File: src/rtl/seq_counter_pkg.sv
// -----------------------------------------------------------------------------
// seq_counter_pkg
// Shared defaults and helpers for the table-driven sequence counter.
//   DEF_WIDTH      default counter state width
//   DEF_START_VAL  default reset / restart value
//   DEF_CNT_W      default step counter width
//   default_next() reset contents of the next-state table (binary up-count)
// -----------------------------------------------------------------------------
package seq_counter_pkg;

    localparam int DEF_WIDTH     = 4;
    localparam int DEF_START_VAL = 0;
    localparam int DEF_CNT_W     = 8;

    // Successor of entry i in a plain binary up-count of the given width.
    function automatic int unsigned default_next(input int unsigned width,
                                                 input int unsigned i);
        return (i + 32'd1) % (32'd1 << width);
    endfunction

endpackage

File: src/rtl/seq_next_table.sv
// -----------------------------------------------------------------------------
// seq_next_table
// 2**WIDTH x WIDTH next-state register file.
//   clk          clock, rising edge
//   rst          synchronous active-low reset; entries return to default_next
//   wr_en        write strobe
//   wr_addr      write index
//   wr_data      write value
//   lookup_addr  asynchronous read index (current counter state)
//   lookup_data  table[lookup_addr], combinational
//   rd_addr      readback index
//   rd_data      table[rd_addr], registered (old value on same-cycle write)
// -----------------------------------------------------------------------------
module seq_next_table
    import seq_counter_pkg::*;
#(
    parameter int WIDTH = DEF_WIDTH
) (
    input  logic             clk,
    input  logic             rst,
    input  logic             wr_en,
    input  logic [WIDTH-1:0] wr_addr,
    input  logic [WIDTH-1:0] wr_data,
    input  logic [WIDTH-1:0] lookup_addr,
    output logic [WIDTH-1:0] lookup_data,
    input  logic [WIDTH-1:0] rd_addr,
    output logic [WIDTH-1:0] rd_data
);

    localparam int DEPTH = 2 ** WIDTH;

    logic [WIDTH-1:0] table_r   [DEPTH];
    logic [WIDTH-1:0] rst_val_s [DEPTH];
    logic [WIDTH-1:0] rd_data_r;

    // Constant reset image of the table, one binary successor per entry.
    for (genvar g = 0; g < DEPTH; g++) begin : g_rst_val
        localparam logic [31:0] RST_FULL = 32'(default_next(WIDTH, g));
        assign rst_val_s[g] = RST_FULL[WIDTH-1:0];
    end

    // Table storage: reset discards any concurrent write.
    always_ff @(posedge clk) begin
        if (!rst) begin
            for (int i = 0; i < DEPTH; i++) begin
                table_r[i] <= rst_val_s[i];
            end
        end else if (wr_en) begin
            table_r[wr_addr] <= wr_data;
        end
    end

    // Registered readback port; samples the pre-write contents.
    always_ff @(posedge clk) begin
        if (!rst) begin
            rd_data_r <= {WIDTH{1'b0}};
        end else begin
            rd_data_r <= table_r[rd_addr];
        end
    end

    // Lookup sees the stored (old) entry, giving read-before-write for q.
    assign lookup_data = table_r[lookup_addr];
    assign rd_data     = rd_data_r;

endmodule

File: src/rtl/seq_table_counter.sv
// -----------------------------------------------------------------------------
// seq_table_counter
// Fully synchronous sequence counter whose successor function is a
// run-time programmable next-state table.
//   clk       clock, rising edge
//   rst       synchronous active-low reset
//   en        advance q to table[q]
//   load      force q to load_val (wins over en)
//   load_val  value for load
//   wr_en     table write strobe
//   wr_addr   table write index
//   wr_data   table write value
//   rd_addr   table readback index
//   rd_data   table[rd_addr], registered, 1-cycle latency
//   q         current state, registered
//   restart   1-cycle registered pulse when q becomes START_VAL by en or load
//   step_cnt  saturating count of advances since last restart
// -----------------------------------------------------------------------------
module seq_table_counter
    import seq_counter_pkg::*;
#(
    parameter int WIDTH     = DEF_WIDTH,
    parameter int START_VAL = DEF_START_VAL,
    parameter int CNT_W     = DEF_CNT_W
) (
    input  logic             clk,
    input  logic             rst,
    input  logic             en,
    input  logic             load,
    input  logic [WIDTH-1:0] load_val,
    input  logic             wr_en,
    input  logic [WIDTH-1:0] wr_addr,
    input  logic [WIDTH-1:0] wr_data,
    input  logic [WIDTH-1:0] rd_addr,
    output logic [WIDTH-1:0] rd_data,
    output logic [WIDTH-1:0] q,
    output logic             restart,
    output logic [CNT_W-1:0] step_cnt
);

    localparam logic [WIDTH-1:0] START_Q  = WIDTH'(START_VAL);
    localparam logic [CNT_W-1:0] STEP_MAX = {CNT_W{1'b1}};
    localparam logic [CNT_W-1:0] STEP_ONE = {{(CNT_W-1){1'b0}}, 1'b1};

    logic [WIDTH-1:0] q_r;
    logic             restart_r;
    logic [CNT_W-1:0] step_cnt_r;

    logic [WIDTH-1:0] table_next_s;
    logic [WIDTH-1:0] q_next_s;
    logic             restart_next_s;
    logic [CNT_W-1:0] step_next_s;

    seq_next_table #(
        .WIDTH (WIDTH)
    ) u_table (
        .clk         (clk),
        .rst         (rst),
        .wr_en       (wr_en),
        .wr_addr     (wr_addr),
        .wr_data     (wr_data),
        .lookup_addr (q_r),
        .lookup_data (table_next_s),
        .rd_addr     (rd_addr),
        .rd_data     (rd_data)
    );

    // Next-state selection: load over en over hold.
    always_comb begin
        q_next_s       = q_r;
        restart_next_s = 1'b0;
        step_next_s    = step_cnt_r;
        if (load) begin
            q_next_s       = load_val;
            restart_next_s = (load_val == START_Q);
            step_next_s    = {CNT_W{1'b0}};
        end else if (en) begin
            q_next_s = table_next_s;
            if (table_next_s == START_Q) begin
                restart_next_s = 1'b1;
                step_next_s    = {CNT_W{1'b0}};
            end else if (step_cnt_r == STEP_MAX) begin
                // Saturate rather than wrap so long runs stay distinguishable.
                step_next_s = STEP_MAX;
            end else begin
                step_next_s = step_cnt_r + STEP_ONE;
            end
        end else begin
            q_next_s       = q_r;
            restart_next_s = 1'b0;
            step_next_s    = step_cnt_r;
        end
    end

    // Counter state registers.
    always_ff @(posedge clk) begin
        if (!rst) begin
            q_r        <= START_Q;
            restart_r  <= 1'b0;
            step_cnt_r <= {CNT_W{1'b0}};
        end else begin
            q_r        <= q_next_s;
            restart_r  <= restart_next_s;
            step_cnt_r <= step_next_s;
        end
    end

    assign q        = q_r;
    assign restart  = restart_r;
    assign step_cnt = step_cnt_r;

endmodule

File: config.mk
export PLATFORM = sky130hd
export DESIGN_NAME = seq_table_counter
export DESIGN_NICKNAME = d
export VERILOG_FILES = /design/src/rtl/seq_counter_pkg.sv /design/src/rtl/seq_next_table.sv /design/src/rtl/seq_table_counter.sv
export SDC_FILE = /design/constraint.sdc
export NUM_CORES = 1
export LEC_CHECK = 0
export CORE_MARGIN = 2
export CORE_UTILIZATION = 59
export CTS_CLUSTER_DIAMETER = 200
export DETAILED_ROUTE_END_ITERATION = 10
export PLACE_DENSITY = 0.81
export SLEW_MARGIN = 20
export SYNTH_ARGS = -nofsm -noshare
export SYNTH_HDL_FRONTEND = slang
export SYNTH_SLANG_ARGS = --single-unit
File: constraint.sdc
create_clock -name clk -period 3.79 [get_ports clk]
set_input_delay 0.9475 -clock clk [delete_from_list [all_inputs] [get_ports clk]]
set_output_delay 0.9475 -clock clk [all_outputs]
set_load 0.01 [all_outputs]
==> results.sh <==
export IMPL_run_status="finished, final reports clean"
export IMPL_critical_path_class="flop to flop"
export IMPL_dr_total_vias=3041
export IMPL_post_cts_repair_setup_buffers=0
export IMPL_cts_buffers=9
export IMPL_syn_mean_instance_area_um2=13.19
export IMPL_design_die_area_mm2=0.008243
export IMPL_half_perimeter_wire_length_of_the_detailed_placement_result_mm=7.267
export IMPL_portBuffers=37
export IMPL_first_global_vias=2898
export IMPL_die_h_um=90.79
export IMPL_ir_drop_mv=0.1877
export IMPL_leakage_nw=1.724
export IMPL_stdcell_area_mm2=0.005055
export IMPL_utilization_pct=69.32
export IMPL_floorplan_die_width_um=90.79
export IMPL_most_used_flip_flop_cell_after_synthesis="sky130_fd_sc_hd__edfxtp_1"
export IMPL_globalplace_congestion=0.8653
export IMPL_cts_tree="done"
export IMPL_global_route_overflow_total=0
export IMPL_post_cts_resized=0
export IMPL_timing_clock_skew_ns=0.008955
export IMPL_swShare_pct=25.10
export IMPL_setup_total_negative_slack_ns=0
export IMPL_seq_power_share_pct=54.8
export IMPL_largest_net_degree_at_the_start_of_global_routing=30
export IMPL_detail_route_vias_per_cell=6.470
export IMPL_synthesis_instances=337
export IMPL_ys_warn_count=0
export IMPL_pwr_share_clk_pct=31.9
export IMPL_layout_drive_gt1_share_pct=14.29
export IMPL_row_count=31
export IMPL_placement_cell_area_mm2=0.004857
export IMPL_detail_route_wirelength_mm=9.787
export IMPL_drtPass1Iterations=6
export IMPL_worstPathMaxFanout=9
export IMPL_critPathLaunchType="flop"
export IMPL_diodes=0
export IMPL_worst_ep_arrival_time_ns=3.13
export IMPL_remaining_drc_errors=0
export IMPL_period_minus_slack_ns=2.871
export IMPL_postSynthNetCount=359
export IMPL_timing_final_setup_violations=0
export IMPL_post_synth_instance_area_mm2=0.004444
export IMPL_combinational_power_share_pct=13.3
export IMPL_num_io_pins=38
export IMPL_synth_seq_cells=85
export IMPL_layout_nets=388
export IMPL_critical_path_endpoint_type="flop"
export IMPL_slew_viol_final=0
export IMPL_clk_transition_reported_paths_ns=0.09
export IMPL_n_fill_cell=514
export IMPL_max_slew_worst_pin_slew_ns=0.7413
export IMPL_min_path_type="flop to flop"
export IMPL_fin_crit_share_pct=75.75
export IMPL_detail_route_iter0_violations=297
export IMPL_initial_antenna_violation_count=0
export IMPL_insertion_delay_ns=0.36
export IMPL_ctsHoldBuffers=0
export IMPL_cts_sinks=85
export IMPL_drt_wirelength_per_cell_um=20.82
export IMPL_clk_path_buf_depth=2
export IMPL_worst_slew_margin_rel_pct=50.42
export IMPL_global_route_wire_length_before_repair_mm=15.89
export IMPL_post_synth_arst_share_pct=0
export IMPL_fmax_mhz=348.3
export IMPL_p_per_area_mw_per_mm2=396.6
export IMPL_intPower_mw=1.501
export IMPL_p_sw_mw=0.5032
export IMPL_h_tree_lvl_count=3
export IMPL_cap_violations=0
export IMPL_synth_edf_count=64
export IMPL_core_mm2=0.007292
export IMPL_yosysSeqAreaShare_pct=52.70
export IMPL_floorplan_initialDensity_pct=60.95
export IMPL_setup_repair_after_global_routing_missed_its_margin="false"
export IMPL_ys_types=40
export IMPL_cts_root_buf="sky130_fd_sc_hd__clkbuf_8"
export IMPL_hold_violation_total_from_the_final_report=0
export IMPL_grt_util_all_layers_pct=25.40
export IMPL_postRouteAntennaNets=0
export IMPL_area_growth_syn_to_layout_pct=13.74
export IMPL_critPathRequiredTime_ns=4.05
-- final timing paths --
check	end	start	slack, ns	cells after the start
setup / recovery	step_cnt[2]$_SDFFE_PP0P_	flop	0.92	7
hold / removal	step_cnt[1]$_SDFFE_PP0P_	step_cnt[1]$_SDFFE_PP0P_	0.51	2
setup reg to reg	step_cnt[2]$_SDFFE_PP0P_	flop	0.92	7
hold reg to reg	step_cnt[1]$_SDFFE_PP0P_	step_cnt[1]$_SDFFE_PP0P_	0.51	2
-- Yosys cell counts, types with 3 or more instances --
| master | number | area share, % |
|---|---|---|
| sky130_fd_sc_hd__and2_1 | 33 | 4.6 |
| sky130_fd_sc_hd__nand2b_1 | 12 | 1.7 |
| sky130_fd_sc_hd__a21oi_1 | 3 | 0.34 |
| sky130_fd_sc_hd__edfxtp_1 | 64 | 43 |
| sky130_fd_sc_hd__or3_1 | 21 | 3.0 |
| sky130_fd_sc_hd__nor2b_1 | 3 | 0.42 |
| sky130_fd_sc_hd__mux2i_1 | 5 | 1.1 |
| sky130_fd_sc_hd__nand3_1 | 11 | 1.2 |
| sky130_fd_sc_hd__o21ai_0 | 18 | 2.0 |
| sky130_fd_sc_hd__and3_1 | 5 | 0.70 |
| sky130_fd_sc_hd__nor3_1 | 9 | 1.0 |
| sky130_fd_sc_hd__mux4_1 | 13 | 7.7 |
| sky130_fd_sc_hd__dfxtp_1 | 21 | 9.5 |
| sky130_fd_sc_hd__mux4_2 | 23 | 12 |
| sky130_fd_sc_hd__a22oi_1 | 4 | 0.68 |
| sky130_fd_sc_hd__nor2_1 | 19 | 1.6 |
| sky130_fd_sc_hd__a211oi_1 | 4 | 0.68 |
| sky130_fd_sc_hd__nand2_1 | 23 | 1.9 |
| sky130_fd_sc_hd__clkbuf_1 | 18 | 1.5 |
-- layer usage --
metal  vias to the layer above  wire length (um)  GRT usage (%)  share of wire (%)
met2                       165              4574          38.43                 47
li1                       1360                 -              -                  -
met4                         0               172          8.586                1.8
met3                        16               895          5.342                9.1
met5                         -                 0              0                  0
met1                      1500              4145          37.22                 42
-- critical path, cell delays in order, from the launching register on --
cell	delay [ns]
sky130_fd_sc_hd__dfxtp_1	0.65
sky130_fd_sc_hd__buf_4	0.29
sky130_fd_sc_hd__mux4_1	0.58
sky130_fd_sc_hd__nand3_1	0.11
sky130_fd_sc_hd__nand3_2	0.12
sky130_fd_sc_hd__nor4_4	0.58
sky130_fd_sc_hd__nor3_1	0.15
sky130_fd_sc_hd__a221o_1	0.29
-- logic make-up after synthesis --
logic type / after synthesis / share of synthesized area (%)
AND/OR/NAND/NOR: 147 / 18.53
flip-flops: 85 / 52.70
multiplexers: 41 / 20.47
AO/OA/AOI/OAI: 37 / 5.265
buffers and inverters: 26 / 2.759
adder cells (fa/ha/maj): 1 / 0.2815
-- through the flow --
| step | instances | hold WS [ns] | worst slack [ns] | power, mW |
|---|---|---|---|---|
| after floorplan | 337 | 0.5063 | 0.8893 | 1.280 |
| after global placement | 454 | 0.4751 | 0.7277 | 1.373 |
| after detailed placement | 454 | 0.4979 | 0.6334 | 1.383 |
| after CTS | 470 | 0.5102 | 0.9272 | 2.005 |
| after global routing | 470 | 0.5358 | 0.7776 | 2.076 |
| final | 470 | 0.5058 | 0.9192 | 2.005 |
-- area by class of cell --
| class | instances | area (um2) | share of cell area, % |
|---|---|---|---|
| flip-flops and latches | 85 | 2342 | 46.34 |
| multi-input cells | 226 | 1979 | 39.16 |
| repair buffers | 41 | 400.4 | 7.921 |
| clock buffers | 9 | 123.9 | 2.450 |
| well taps | 99 | 123.9 | 2.450 |
| clock inverters | 7 | 73.82 | 1.460 |
| inverters | 3 | 11.26 | 0.2228 |
-- cells in the final DEF, fill, tap and decap left out, types with 2 or more instances in the layout --
| cell type | count |
|---|---|
| sky130_fd_sc_hd__a211oi_1 | 4 |
| sky130_fd_sc_hd__a21o_1 | 2 |
| sky130_fd_sc_hd__a21oi_1 | 3 |
| sky130_fd_sc_hd__a22oi_1 | 4 |
| sky130_fd_sc_hd__and2_1 | 33 |
| sky130_fd_sc_hd__and2b_2 | 2 |
| sky130_fd_sc_hd__and3_1 | 5 |
| sky130_fd_sc_hd__buf_4 | 4 |
| sky130_fd_sc_hd__clkbuf_8 | 9 |
| sky130_fd_sc_hd__clkdlybuf4s50_1 | 37 |
| sky130_fd_sc_hd__clkinv_2 | 2 |
| sky130_fd_sc_hd__dfxtp_1 | 21 |
| sky130_fd_sc_hd__edfxtp_1 | 64 |
| sky130_fd_sc_hd__inv_1 | 2 |
| sky130_fd_sc_hd__inv_6 | 2 |
| sky130_fd_sc_hd__mux2i_1 | 5 |
| sky130_fd_sc_hd__mux4_1 | 13 |
| sky130_fd_sc_hd__mux4_2 | 23 |
| sky130_fd_sc_hd__nand2_1 | 23 |
| sky130_fd_sc_hd__nand2b_1 | 12 |
| sky130_fd_sc_hd__nand3_1 | 11 |
| sky130_fd_sc_hd__nand3_2 | 2 |
| sky130_fd_sc_hd__nand4_1 | 2 |
| sky130_fd_sc_hd__nor2_1 | 19 |
| sky130_fd_sc_hd__nor2b_1 | 3 |
| sky130_fd_sc_hd__nor3_1 | 9 |
| sky130_fd_sc_hd__o21ai_0 | 18 |
| sky130_fd_sc_hd__o31ai_1 | 2 |
| sky130_fd_sc_hd__or3_1 | 21 |
-- registers in the layout (all words and copies together), names as in the netlist, named ones only --
| name | cells |
|---|---|
| restart | 1 |
| step_cnt | 8 |
| u_table.table_r | 64 |
| u_table.rd_data | 4 |
| q | 4 |
-- power groups by stage --
stage	combinational, mW	clock (mW)	sequential (mW)
6_report	0.266	0.640	1.10
5_1_grt	0.284	0.688	1.10
4_1_cts	0.266	0.643	1.10
3_5_place_dp	0.265	0	1.12
3_3_place_gp	0.259	0	1.11
2_1_floorplan	0.186	0	1.09
(Power assumes the default switching activity.)
